**config.mk**
```make
export PLATFORM = sky130hd
export DESIGN_NAME = coprocessor0_core
export DESIGN_NICKNAME = d
export VERILOG_FILES = /design/src/rtl/coprocessor0_params_pkg.sv /design/src/rtl/cp0_timer.sv /design/src/rtl/coprocessor0_core.sv
export SDC_FILE = /design/constraint.sdc
export NUM_CORES = 1
export LEC_CHECK = 0
export CAP_MARGIN = 10
export CORE_MARGIN = 4
export CORE_UTILIZATION = 55
export CTS_BUF_LIST = sky130_fd_sc_hd__clkbuf_2
export CTS_CLUSTER_SIZE = 40
export DETAILED_ROUTE_END_ITERATION = 10
export HOLD_SLACK_MARGIN = 0.06
export PLACE_DENSITY = 0.95
export SYNTH_ARGS = -nofsm -noshare
export SYNTH_HDL_FRONTEND = slang
export SYNTH_SLANG_ARGS = --single-unit
```
**constraint.sdc**
```tcl
create_clock -name clock -period 15.65 [get_ports clock]
set_clock_uncertainty 0.05 [all_clocks]
set_input_delay 3.13 -clock clock [delete_from_list [all_inputs] [get_ports clock]]
set_output_delay 3.13 -clock clock [all_outputs]
set_load 0.05 [all_outputs]
```
**src/rtl/coprocessor0_params_pkg.sv**
```systemverilog
// Shared CP0 types and constants: register addresses, reset values,
// Status/Cause field layouts and the write-back / fetch interface structs.
package coprocessor0_params;

    localparam int CPU_DATA_WIDTH = 32;

    // CP0 register numbers (select 0)
    localparam logic [4:0] CP0_BADVADDR = 5'd8;
    localparam logic [4:0] CP0_COUNT    = 5'd9;
    localparam logic [4:0] CP0_COMPARE  = 5'd11;
    localparam logic [4:0] CP0_STATUS   = 5'd12;
    localparam logic [4:0] CP0_CAUSE    = 5'd13;
    localparam logic [4:0] CP0_EPC      = 5'd14;

    // Register reset values
    localparam logic [31:0] STATUS_RESET = 32'h0040_0000;
    localparam logic [31:0] CAUSE_RESET  = 32'h0000_0000;

    // Status register layout: BEV is hard-wired to 1
    typedef struct packed {
        logic [8:0] zero_hi;
        logic       bev;
        logic [5:0] zero_mid;
        logic [7:0] im;
        logic [5:0] zero_lo;
        logic       exl;
        logic       ie;
    } StatusData;

    // Cause register layout
    typedef struct packed {
        logic        bd;
        logic        ti;
        logic [13:0] zero_hi;
        logic [7:0]  ip;
        logic        zero_mid;
        logic [4:0]  exc_code;
        logic [1:0]  zero_lo;
    } CauseData;

    // Request from write-back. Every field is qualified per cycle: a
    // request (write_enable, exception_valid, eret_flush) is present for
    // exactly one clock and is consumed at the next rising edge; there is
    // no back-pressure, CP0 always accepts.
    typedef struct packed {
        logic [4:0]                address_register;
        logic [2:0]                address_select;
        logic                      write_enable;
        logic [CPU_DATA_WIDTH-1:0] write_data;
        logic                      exception_valid;
        logic [4:0]                exception_code;
        logic [CPU_DATA_WIDTH-1:0] exception_address;
        logic                      in_delay_slot;
        logic                      is_address_fault;
        logic [CPU_DATA_WIDTH-1:0] badvaddr_value;
        logic                      eret_flush;
    } WBToCP0Data;

    // Redirect target and gated pending interrupts for instruction fetch
    typedef struct packed {
        logic [CPU_DATA_WIDTH-1:0] exception_address;
        logic [7:0]                interrupt_valid;
    } CP0ToIFData;

    // Compose the architectural Status word from its stored fields
    function automatic logic [31:0] pack_status(input logic [7:0] im,
                                                input logic exl,
                                                input logic ie);
        StatusData s;
        s     = StatusData'(STATUS_RESET);
        s.im  = im;
        s.exl = exl;
        s.ie  = ie;
        return 32'(s);
    endfunction

    // Compose the architectural Cause word from its stored fields
    function automatic logic [31:0] pack_cause(input logic bd,
                                               input logic ti,
                                               input logic [7:0] ip,
                                               input logic [4:0] exc_code);
        CauseData c;
        c          = CauseData'(CAUSE_RESET);
        c.bd       = bd;
        c.ti       = ti;
        c.ip       = ip;
        c.exc_code = exc_code;
        return 32'(c);
    endfunction

endpackage

```
**src/rtl/cp0_timer.sv**
```systemverilog
// Count/Compare timer: a free-running tick divider advances Count every
// COUNT_DIVIDE clocks; TI latches when an increment lands on Compare.
module cp0_timer
    import coprocessor0_params::*;
#(
    parameter int COUNT_DIVIDE = 2
) (
    input  logic                      clock,
    input  logic                      reset,
    input  logic                      count_we,
    input  logic                      compare_we,
    input  logic [CPU_DATA_WIDTH-1:0] write_data,
    output logic [CPU_DATA_WIDTH-1:0] count,
    output logic [CPU_DATA_WIDTH-1:0] compare,
    output logic                      ti
);

    // With COUNT_DIVIDE == 1 the divider stays at 0 and ticks every cycle.
    localparam int DIV_W = (COUNT_DIVIDE > 1) ? $clog2(COUNT_DIVIDE) : 1;
    localparam logic [DIV_W-1:0] DIV_LAST = DIV_W'(COUNT_DIVIDE - 1);

    logic [DIV_W-1:0]          div;
    logic                      tick;
    logic [CPU_DATA_WIDTH-1:0] count_inc;
    logic                      hit;

    assign tick      = (div == DIV_LAST);
    assign count_inc = count + 1'b1;   // wraps silently past all-ones
    // Only a real increment can raise TI; a software write to Count cannot.
    assign hit       = tick && !count_we && (count_inc == compare);

    // Divider phase: wraps on tick, restarts when software writes Count
    always_ff @(posedge clock or posedge reset) begin
        if (reset)
            div <= '0;
        else if (count_we || tick)
            div <= '0;
        else
            div <= div + 1'b1;
    end

    // Count: a software write overrides a coincident tick
    always_ff @(posedge clock or posedge reset) begin
        if (reset)
            count <= '0;
        else if (count_we)
            count <= write_data;
        else if (tick)
            count <= count_inc;
    end

    // Compare: software-written only
    always_ff @(posedge clock or posedge reset) begin
        if (reset)
            compare <= '0;
        else if (compare_we)
            compare <= write_data;
    end

    // Timer interrupt flag: writing Compare acknowledges it, even on a match
    always_ff @(posedge clock or posedge reset) begin
        if (reset)
            ti <= 1'b0;
        else if (compare_we)
            ti <= 1'b0;
        else if (hit)
            ti <= 1'b1;
    end

endmodule

```
**src/rtl/coprocessor0_core.sv**
```systemverilog
// CP0 register file and exception/interrupt controller beside write-back.
// Holds BadVAddr, Count, Compare, Status, Cause, EPC; commits exceptions and
// ERET; reports the fetch redirect target and the gated pending interrupts.
module coprocessor0_core
    import coprocessor0_params::*;
#(
    parameter int          HW_INT_COUNT     = 6,
    parameter int          COUNT_DIVIDE     = 2,
    parameter int          TIMER_INT_LINE   = 5,
    parameter logic [31:0] EXCEPTION_VECTOR = 32'hbfc0_0380
) (
    input  logic                      clock,
    input  logic                      reset,
    input  WBToCP0Data                wb_to_cp0,
    input  logic [HW_INT_COUNT-1:0]   hw_interrupt,
    output logic [CPU_DATA_WIDTH-1:0] read_data,
    output CP0ToIFData                cp0_to_if,
    output logic                      interrupt_pending
);

    // Stored Status fields (BEV is constant)
    logic [7:0] status_im;
    logic       status_exl;
    logic       status_ie;

    // Stored Cause fields; IP[7:2] is rebuilt from hw_q and TI
    logic                    cause_bd;
    logic [4:0]              cause_exc_code;
    logic [1:0]              sw_ip;
    logic [HW_INT_COUNT-1:0] hw_q;

    logic [CPU_DATA_WIDTH-1:0] epc;
    logic [CPU_DATA_WIDTH-1:0] badvaddr;

    // Timer outputs
    logic [CPU_DATA_WIDTH-1:0] count;
    logic [CPU_DATA_WIDTH-1:0] compare;
    logic                      ti;

    // Decoded requests
    logic      exc;
    logic      eret;
    logic      mtc0;
    logic      we_count;
    logic      we_compare;
    logic      we_status;
    logic      we_cause;
    logic      we_epc;
    StatusData wr_status;
    CauseData  wr_cause;

    logic [5:0] hw_pad;
    logic [5:0] timer_line;
    logic [7:0] ip;
    logic [7:0] int_masked;

    assign exc  = wb_to_cp0.exception_valid;
    assign eret = wb_to_cp0.eret_flush;
    // A committing exception squashes any MTC0 carried in the same cycle.
    assign mtc0 = wb_to_cp0.write_enable && !exc &&
                  (wb_to_cp0.address_select == 3'd0);

    assign we_count   = mtc0 && (wb_to_cp0.address_register == CP0_COUNT);
    assign we_compare = mtc0 && (wb_to_cp0.address_register == CP0_COMPARE);
    assign we_status  = mtc0 && (wb_to_cp0.address_register == CP0_STATUS);
    assign we_cause   = mtc0 && (wb_to_cp0.address_register == CP0_CAUSE);
    assign we_epc     = mtc0 && (wb_to_cp0.address_register == CP0_EPC);

    assign wr_status = StatusData'(wb_to_cp0.write_data);
    assign wr_cause  = CauseData'(wb_to_cp0.write_data);

    cp0_timer #(
        .COUNT_DIVIDE (COUNT_DIVIDE)
    ) u_timer (
        .clock      (clock),
        .reset      (reset),
        .count_we   (we_count),
        .compare_we (we_compare),
        .write_data (wb_to_cp0.write_data),
        .count      (count),
        .compare    (compare),
        .ti         (ti)
    );

    // Status: exception sets EXL and wins over ERET and MTC0
    always_ff @(posedge clock or posedge reset) begin
        if (reset) begin
            status_im  <= '0;
            status_exl <= 1'b0;
            status_ie  <= 1'b0;
        end else if (exc) begin
            status_exl <= 1'b1;
        end else if (we_status) begin
            status_im  <= wr_status.im;
            status_exl <= wr_status.exl;
            status_ie  <= wr_status.ie;
        end else if (eret) begin
            status_exl <= 1'b0;
        end
    end

    // Cause: ExcCode always loads on exception, BD only on a first-level one
    always_ff @(posedge clock or posedge reset) begin
        if (reset) begin
            cause_bd       <= 1'b0;
            cause_exc_code <= '0;
        end else if (exc) begin
            cause_exc_code <= wb_to_cp0.exception_code;
            if (!status_exl)
                cause_bd <= wb_to_cp0.in_delay_slot;
        end
    end

    // Software interrupt bits IP[1:0]
    always_ff @(posedge clock or posedge reset) begin
        if (reset)
            sw_ip <= '0;
        else if (we_cause)
            sw_ip <= wr_cause.ip[1:0];
    end

    // Hardware interrupt sampling, one register stage from the pins
    always_ff @(posedge clock or posedge reset) begin
        if (reset)
            hw_q <= '0;
        else
            hw_q <= hw_interrupt;
    end

    // EPC: captured only when not already in exception level
    always_ff @(posedge clock or posedge reset) begin
        if (reset)
            epc <= '0;
        else if (exc) begin
            if (!status_exl)
                epc <= wb_to_cp0.in_delay_slot ?
                       (wb_to_cp0.exception_address - 32'd4) :
                       wb_to_cp0.exception_address;
        end else if (we_epc)
            epc <= wb_to_cp0.write_data;
    end

    // BadVAddr: hardware-written on address faults only
    always_ff @(posedge clock or posedge reset) begin
        if (reset)
            badvaddr <= '0;
        else if (exc && wb_to_cp0.is_address_fault)
            badvaddr <= wb_to_cp0.badvaddr_value;
    end

    // Interrupt pending bits: unused hardware lines read 0, TI joins its line
    assign hw_pad     = 6'(hw_q);
    assign timer_line = 6'(ti) << TIMER_INT_LINE;
    assign ip         = {hw_pad | timer_line, sw_ip};
    assign int_masked = (ip & status_im) & {8{status_ie & ~status_exl}};

    assign interrupt_pending           = |int_masked;
    assign cp0_to_if.interrupt_valid   = int_masked;
    assign cp0_to_if.exception_address = eret ? epc : EXCEPTION_VECTOR;

    // Combinational MFC0 read mux; unmapped registers and selects read 0
    always_comb begin
        read_data = '0;
        if (wb_to_cp0.address_select == 3'd0) begin
            case (wb_to_cp0.address_register)
                CP0_BADVADDR: read_data = badvaddr;
                CP0_COUNT:    read_data = count;
                CP0_COMPARE:  read_data = compare;
                CP0_STATUS:   read_data = pack_status(status_im, status_exl, status_ie);
                CP0_CAUSE:    read_data = pack_cause(cause_bd, ti, ip, cause_exc_code);
                CP0_EPC:      read_data = epc;
                default:      read_data = '0;
            endcase
        end
    end

endmodule

```
# Word-level counts from Yosys, hierarchy flattened
# Index checks and enable logic that the tools add are counted.
# totals
ff_bits	154
wordCells	67
inputBits	122
# classes
n_addsub	3
bitwise	6
n_eq_ne	8
reduce_logical	22
mux	15
# ops
cell	n
32-bit 2-to-1 mux	8
32-bit one-hot mux with 6 select lines	1
32-bit by 1-bit adder with 32-bit output (second input constant)	1
32-bit == test	1
32-bit by 3-bit subtractor with 32-bit output (second input constant)	1
5-bit by 4-bit == test with 1-bit output (second input constant)	6
8-bit AND	2
1-bit logical AND	10
8-bit OR reduction	1
1-bit 2-to-1 mux	6
6-bit OR	1
2-bit AND reduction	3
2-bit nonzero test	3
3-bit zero test	1
3-bit nonzero test	1
1-bit zero test	2
2-bit != test (second input constant)	1
1-bit inverter	2
1-bit adder (second input constant)	1
1-bit AND	1
1-bit logical OR	1

# Depth between registers and ports, before layout
# Gate-level depths: netlist of the first run.
# logic_depth
ltp_word	9
depth_mapped	9

# Modules after synthesis
# A second synthesis of the first run with hierarchy kept.
# unflattened
cells_unflattened	994
hier_area_um2	9522.9
# by_module_without_submodules
mod	area_each_um2	instances	seq_area_each_um2	cells_each
coprocessor0_core	5376.4	1	2202.1	552
cp0_timer	4146.5	1	1651.6	442

# Worst setup path after synthesis of the first run
# Ideal clock, no wire load.
# synth_timing
path_kind	in2out
from	in wb_to_cp0[112] (netlist bit)
to	out read_data[10]
arrival_ps	5138
t_required_ps	12470
stages	6
path_buffers	1
setup_slack_ps	7332
cell_sequence	nor2b_1 nand2_1 nor3b_1 clkbuf_1 a22oi_1 a31oi_1
# synth_via
elab_chain_cells	3
elab_cells_between_ends	8
classes_between	eq/ne (6); mux (2)
# synth_lines
item	line	source
start, declared	coprocessor0_core.sv:14	input WBToCP0Data wb_to_cp0,
5-bit by 4-bit == test with 1-bit output	coprocessor0_core.sv:165	case (wb_to_cp0.address_register)
32-bit one-hot mux with 6 select lines (*)	coprocessor0_core.sv:165	
32-bit 2-to-1 mux (*)	coprocessor0_core.sv:164	if (wb_to_cp0.address_select == 3'd0) begin
end, declared	coprocessor0_core.sv:16	output logic [CPU_DATA_WIDTH-1:0] read_data,
# Mark *: on every way between the ends. The rest lies on a longest branch, timed or not.

# Worst setup path after layout of the first run
# layout_timing
from	in wb_to_cp0[107] (netlist bit)
to	out read_data[20]
# layout_via
elab_chain_cells	2
# layout_lines
item	line
3-bit zero test	coprocessor0_core.sv:164
32-bit 2-to-1 mux	coprocessor0_core.sv:164
# Every way passes these cells.

==> results.yml, run 1 <==
hold_path:
  whs_endpoint: "badvaddr[20]"
  min_from: "badvaddr[20]"
  holdPathStages: 1
  hold_path.class: "flop to flop"
cells_and_area:
  fin_util_pct: 71.34
  layout.nets: 1243
  final_layout_size_suffix_gt1_share_pct: 12.54
  n_fill_cell: 1179
  area_delta_synth_final_pct: 25.16
logic_synthesis:
  synthCells: 964
  seq_area_frac_synth_pct: 41.95
  avgSynthCellArea_um2: 9.529
  syn-num-nets: 1088
  synth_top_area_share_pct: 41.95
  synthTopCellsByArea: "dfrtp_1 42%, mux2_2 9.9%, xnor2_1 6.3%, a22oi_1 4.9%, a21oi_1 3.5%"
  yosysUniqueCellTypes: 60
  async_flop_share_pct: 100.0
  synth_edf_count: 0
  synth-seq-cells: 154
  syn-cell-area_mm2: 0.009186
  synth_warnings: 0
  yosys.area.top_type: "dfrtp_1"
  yosys_most_used_dff: "dfrtp_1"
sta:
  worstMarginPinSlew_ns: 1.186
  relSlewSlack_pct: 20.68
  finalSetupTns_ns: 0
  finalHoldViolations: 0
  rsz0062_at_grt: "false"
  drv_slew: 0
  fmax_mhz: 108.0
  period_share_pct: 59.15
  setup_viol: 0
  timing.final.crit_period_ns: 9.257
setup_path:
  worst_r2r_endpoint: "u_timer.count[31]"
  r2r_start: "u_timer.count[5]"
  cp.arrival_ns: 6.08
  cp.required_ns: 12.47
  worst_setup_path_end_kind: "output port"
  reg2reg_slack_ns: 12.40
  start_kind: "primary input"
  crit_type: "primary input to output port"
  worstRegToRegCells: 7
  path_max_fanout: 24
placed_design:
  io_buffers: 194
  dp_hpwl_um: 22580
  gp_congestion: 0.9458
pwr:
  p_comb_share_pct: 24.7
  clkPwrFrac_pct: 24.2
  vdd_drop_max_mv: 0.05607
  p_sw_share_pct: 35.45
  powerDensity_mw_per_mm2: 85.45
  internal_power_uw: 634.2
  power.switching_uw: 348.3
  p_seq_share_pct: 51.0
  design_power_total_uw: 982.4
  total_leakage_power_nw: 4.483
floorplanning:
  pin_count: 195
  std_cell_rows: 46
  dieArea_mm2: 0.01883
  die_w_um: 137.2
  fp.dieH_um: 137.2
  core_mm2: 0.01612
  start_util_pct: 57.00
route:
  vias: 8637
  ant_nets: 0
  drc_errors: 0
  vias_per_cell: 6.398
  drtIter0Drc: 1360
  routed_wl_um: 30610
  drt-pass1-iter-count: 7
  wire_per_inst_um: 22.67
grt:
  grt_max_degree: 89
  overflow: 0
  antenna_found_initial: 2
  grt_usage_pct: 32.92
  grt_pass1_vias: 8298
  grt_pass1_wl_um: 47060
cts:
  cts.sinks: 154
  cts_inserted_buffers: 17
  clockBufferDepth: 2
  htreeDepth: 4
  hold_buffers: 0
  root_buffer: "clkbuf_2"
  post_cts_buffers: 0
  clk_pin_slew_ns: 0.21
  cts_tree: "done"
  clock_latency_ns: 0.80
  cts_resized: 0
run_status:
  outcome: "finished clean"
flow_run:
  max-cap-violations: 0
==> power groups by stage <==
stage	Sequential, mW	Clock, mW	Combinational (mW)
global route	0.507	0.254	0.262
floorplan	0.480	0	0.167
CTS	0.499	0.236	0.242
finish	0.501	0.238	0.243
detailed placement	0.506	0	0.241
global placement	0.503	0	0.234
==> synthesized netlist by cell type (18+ instances only) <==
master	instances
nor2_1	56
xnor2_1	66
dfrtp_1	154
xor2_1	33
and2_1	25
a21oi_1	64
nand2b_1	18
o21ai_0	57
clkbuf_1	54
nand4_1	20
a22oi_1	60
nor3_1	24
nand2_1	74
mux2_2	81
==> layer usage <==
layer / vias up / global-route usage (%) / routed length [um]
met5: - / 0 / 0
met4: 0 / 12.03 / 1108
met3: 87 / 9.094 / 3318
met2: 549 / 49.97 / 14030
met1: 4178 / 45.42 / 12150
li1: 3823 / - / -
==> per-stage QoR <==
step	hold slack, ns	instance area (um^2)	instances	setup slack [ns]
floorplan	0.4122	9186	964	7.332
global placement	0.4379	11240	1316	6.456
detailed placement	0.4432	11240	1316	6.436
CTS	0.4926	11490	1348	6.440
global route	0.5027	11500	1350	6.245
finish	0.4916	11500	1350	6.393
==> cell families after synthesis <==
| logic type | count (synthesis) | share of synthesized area, % |
|---|---|---|
| buf+inv | 79 | 3.351 |
| compound gates | 233 | 16.09 |
| xor+xnor | 99 | 9.439 |
| mux | 89 | 10.80 |
| simple gates | 308 | 18.10 |
| flops | 154 | 41.95 |
| fa+ha+maj | 2 | 0.2724 |
==> layout by cell type, fill, tap and decap left out, types with 24 or more instances in the layout <==
cell,Yosys,final
a21oi_1,64,64
nor2_1,56,56
clkdlybuf4s50_1,0,193
a22oi_1,60,60
and2_1,25,25
dfrtp_1,154,154
xnor2_1,66,66
mux2_2,81,81
xor2_1,33,33
nand2_1,74,73
o21ai_0,57,57
nor3_1,24,24
==> sequential cells by signal, indices dropped and copies added, names as in the netlist <==
register	cells
badvaddr	32
epc	32
u_timer.compare	32
u_timer.count	32
status_im	8
hw_pad	6
cause_exc_code	5
sw_ip	2
cause_bd	1
status_exl	1
status_ie	1
u_timer.div	1
u_timer.ti	1
==> final cells by class <==
class | instances | area, um^2 | area share, %
Inverter | 9 | 38.79 | 0.3374
Tap cell | 216 | 270.3 | 2.351
Clock inverter | 15 | 163.9 | 1.426
Sequential cell | 154 | 3854 | 33.52
Multi-Input combinational cell | 731 | 5054 | 43.95
Clock buffer | 17 | 85.08 | 0.7400
Antenna cell | 2 | 5.005 | 0.04353
Timing Repair Buffer | 206 | 2027 | 17.63
==> how the worst max path moves through the flow <==
| stage | slack (ns) | from | to |
|---|---|---|---|
| after floorplan | 7.33 | wb_to_cp0[112] | read_data[10] |
| after CTS | 6.44 | wb_to_cp0[107] | read_data[20] |
| after global placement | 6.46 | wb_to_cp0[107] | read_data[27] |
| after global routing | 6.24 | wb_to_cp0[107] | read_data[31] |
| after detailed placement | 6.44 | wb_to_cp0[107] | read_data[20] |
| final | 6.39 | wb_to_cp0[107] | read_data[20] |
==> critical path, stage by stage <==
cell and delay (ns):
clkdlybuf4s50_1 0.40, or3_1 0.62, a21oi_1 0.22, nand2_1 0.50, a21oi_1 0.32, clkdlybuf4s50_1 0.87
Power figures use the tool's default switching activity.
==> run 2, diff against run 1 <==
Settings changed: CORE_UTILIZATION 55 to 48, PLACE_DENSITY 0.95 to 0.89.
Clock period 15.65 ns to 7.6 ns, I/O delays scaled along.
==> run 2 against run 1 <==
Via count is 0.56% lower; routed wire length shrank 1.3%; count of clock-buffer cells in the layout rose by 2; utilization shrank 10 points; first-iteration DRC count is 0.74% lower; flip-flop and latch count unchanged; critical endpoint is now read_data[15]; highest routed layer unchanged.
==> results.yml, run 2 (same netlist as run 1, synthesis figures left out) <==
sta:
  period_share_pct: 84.46
  rsz0062_at_grt: "false"
  fin_ws_ns: 1.181
  timing.final.crit_period_ns: 6.419
  setup_viol: 0
  worstMarginPinSlew_ns: 1.181
  drv_slew: 0
  whs_ns: 0.4814
  fmax_mhz: 155.8
  finalHoldViolations: 0
  relSlewSlack_pct: 21.00
  finalSetupTns_ns: 0
cells_and_area:
  layout.nets: 1244
  area_delta_synth_final_pct: 25.16
  mostFrequentLayoutCells: "193 x clkdlybuf4s50_1, 154 x dfrtp_1, 81 x mux2_2, 73 x nand2_1, 66 x xnor2_1"
  final_layout_size_suffix_gt1_share_pct: 12.28
  final_common_cell: "clkdlybuf4s50_1"
  final_cell_area_mm2: 0.01150
setup_path:
  cp.arrival_ns: 4.85
  worst_setup_path_end_kind: "output port"
  critPathMostFrequentCell: "clkdlybuf4s50_1"
  path_max_fanout: 24
  cpMaxStageDelayCell: "clkdlybuf4s50_1"
  cp.required_ns: 6.03
  crit_path_max_incr_delay_ns: 0.87
  crit_type: "primary input to output port"
  start_kind: "primary input"
  worstPathCellList: "clkdlybuf4s50_1, nor2b_1, nand2_1, nor3b_2, buf_4, a22oi_1, a41oi_1, clkdlybuf4s50_1"
cts:
  clk_pin_slew_ns: 0.18
  cts_tree: "done"
  clock_latency_ns: 0.75
  cts_inserted_buffers: 17
  post_cts_buffers: 0
  clockBufferDepth: 2
  hold_buffers: 0
  cts_resized: 0
  htreeDepth: 4
  cts.sinks: 154
  root_buffer: "clkbuf_2"
floorplanning:
  core_mm2: 0.01877
  die_w_um: 146.3
  dieArea_mm2: 0.02142
  pin_count: 195
  std_cell_rows: 50
  fp.dieH_um: 146.3
  start_util_pct: 48.95
flow_run:
  max-cap-violations: 0
route:
  drt-pass1-iter-count: 8
  vias: 8589
  drtIter0Drc: 1350
  wire_per_inst_um: 22.09
  routed_wl_um: 30200
  vias_per_cell: 6.283
  drc_errors: 0
  ant_nets: 0
placed_design:
  placed_area_mm2: 0.01127
  io_buffers: 194
  dp_slack_ns: 1.264
  dp_hpwl_um: 22600
  gp_congestion: 0.9484
grt:
  grt_use_met1_pct: 39.16
  grt.busiest_layer: "met2"
  grt_pass1_vias: 8215
  use_met3_pct: 5.090
  grt_pass1_wl_um: 46760
  grt_usage_pct: 27.67
  grt_max_degree: 100
  met2_usage_pct: 42.39
  antenna_found_initial: 1
  overflow: 0
hold_path:
  hold_path.class: "flop to flop"
run_status:
  outcome: "finished clean"
pwr:
  design_power_total_mw: 1.983
  total_leakage_power_nw: 4.480
  powerDensity_mw_per_mm2: 172.5
  vdd_drop_max_mv: 0.1079
## run 2: cell types whose count changed in the layout (fill, tap and decap cells not counted), sizes merged
cell / change
diode: -1
clkinv: +5
inv: -6
buf: +1
clkbuf: +2
clkinvlp: -2
## run 2: layer usage
metal | share of wire, % | up-vias | wire length (um)
li1 | - | 3825 | -
met1 | 42 | 4185 | 12680
met2 | 46 | 493 | 13880
met3 | 8.4 | 86 | 2527
met4 | 3.7 | 0 | 1103
met5 | 0 | - | 0
## run 2: worst max-delay path, delay by kind of cell
kind / cells / cell delay (ns)
AND/OR/NAND/NOR: 3 / 1.03
buffers and inverters: 3 / 1.77
AO/OA/AOI/OAI: 2 / 0.51
## run 2: worst paths after layout
kind,from,to,slack [ns],depth (start not counted)
worst max-delay path,wb_to_cp0[112],read_data[15],1.18,8
worst min-delay path,badvaddr[23],badvaddr[23],0.48,1
worst max register to register,u_timer.count[5],u_timer.count[31],4.30,7
worst min register to register,badvaddr[23],badvaddr[23],0.48,1
max in group asynchronous,reset,badvaddr[28],4.92,3
min in group asynchronous,reset,u_timer.count[0],1.22,2
## run 2: metrics by stage
stage	cells	util [%]
4_1_cts	1366	61.25
5_1_grt	1367	61.26
2_1_floorplan	964	-
3_5_place_dp	1335	60.07
3_3_place_gp	1335	60.07
6_report	1367	61.26
## run 2: power breakdown
part / internal [mW] / switching (mW) / total, mW
clock: 0.150 / 0.299 / 0.449
sequential: 0.913 / 0.122 / 1.03
combinational: 0.234 / 0.265 / 0.500
## run 2: area by class of cell
type | instances | area [um^2]
diodes | 1 | 2.502
clock inverters | 12 | 126.4
clock buffers | 19 | 95.09
inverters | 9 | 38.79
flip-flops and latches | 154 | 3854
fillers | 1510 | 7271
repair buffers | 207 | 2034
multi-input cells | 731 | 5054
well taps | 234 | 292.8
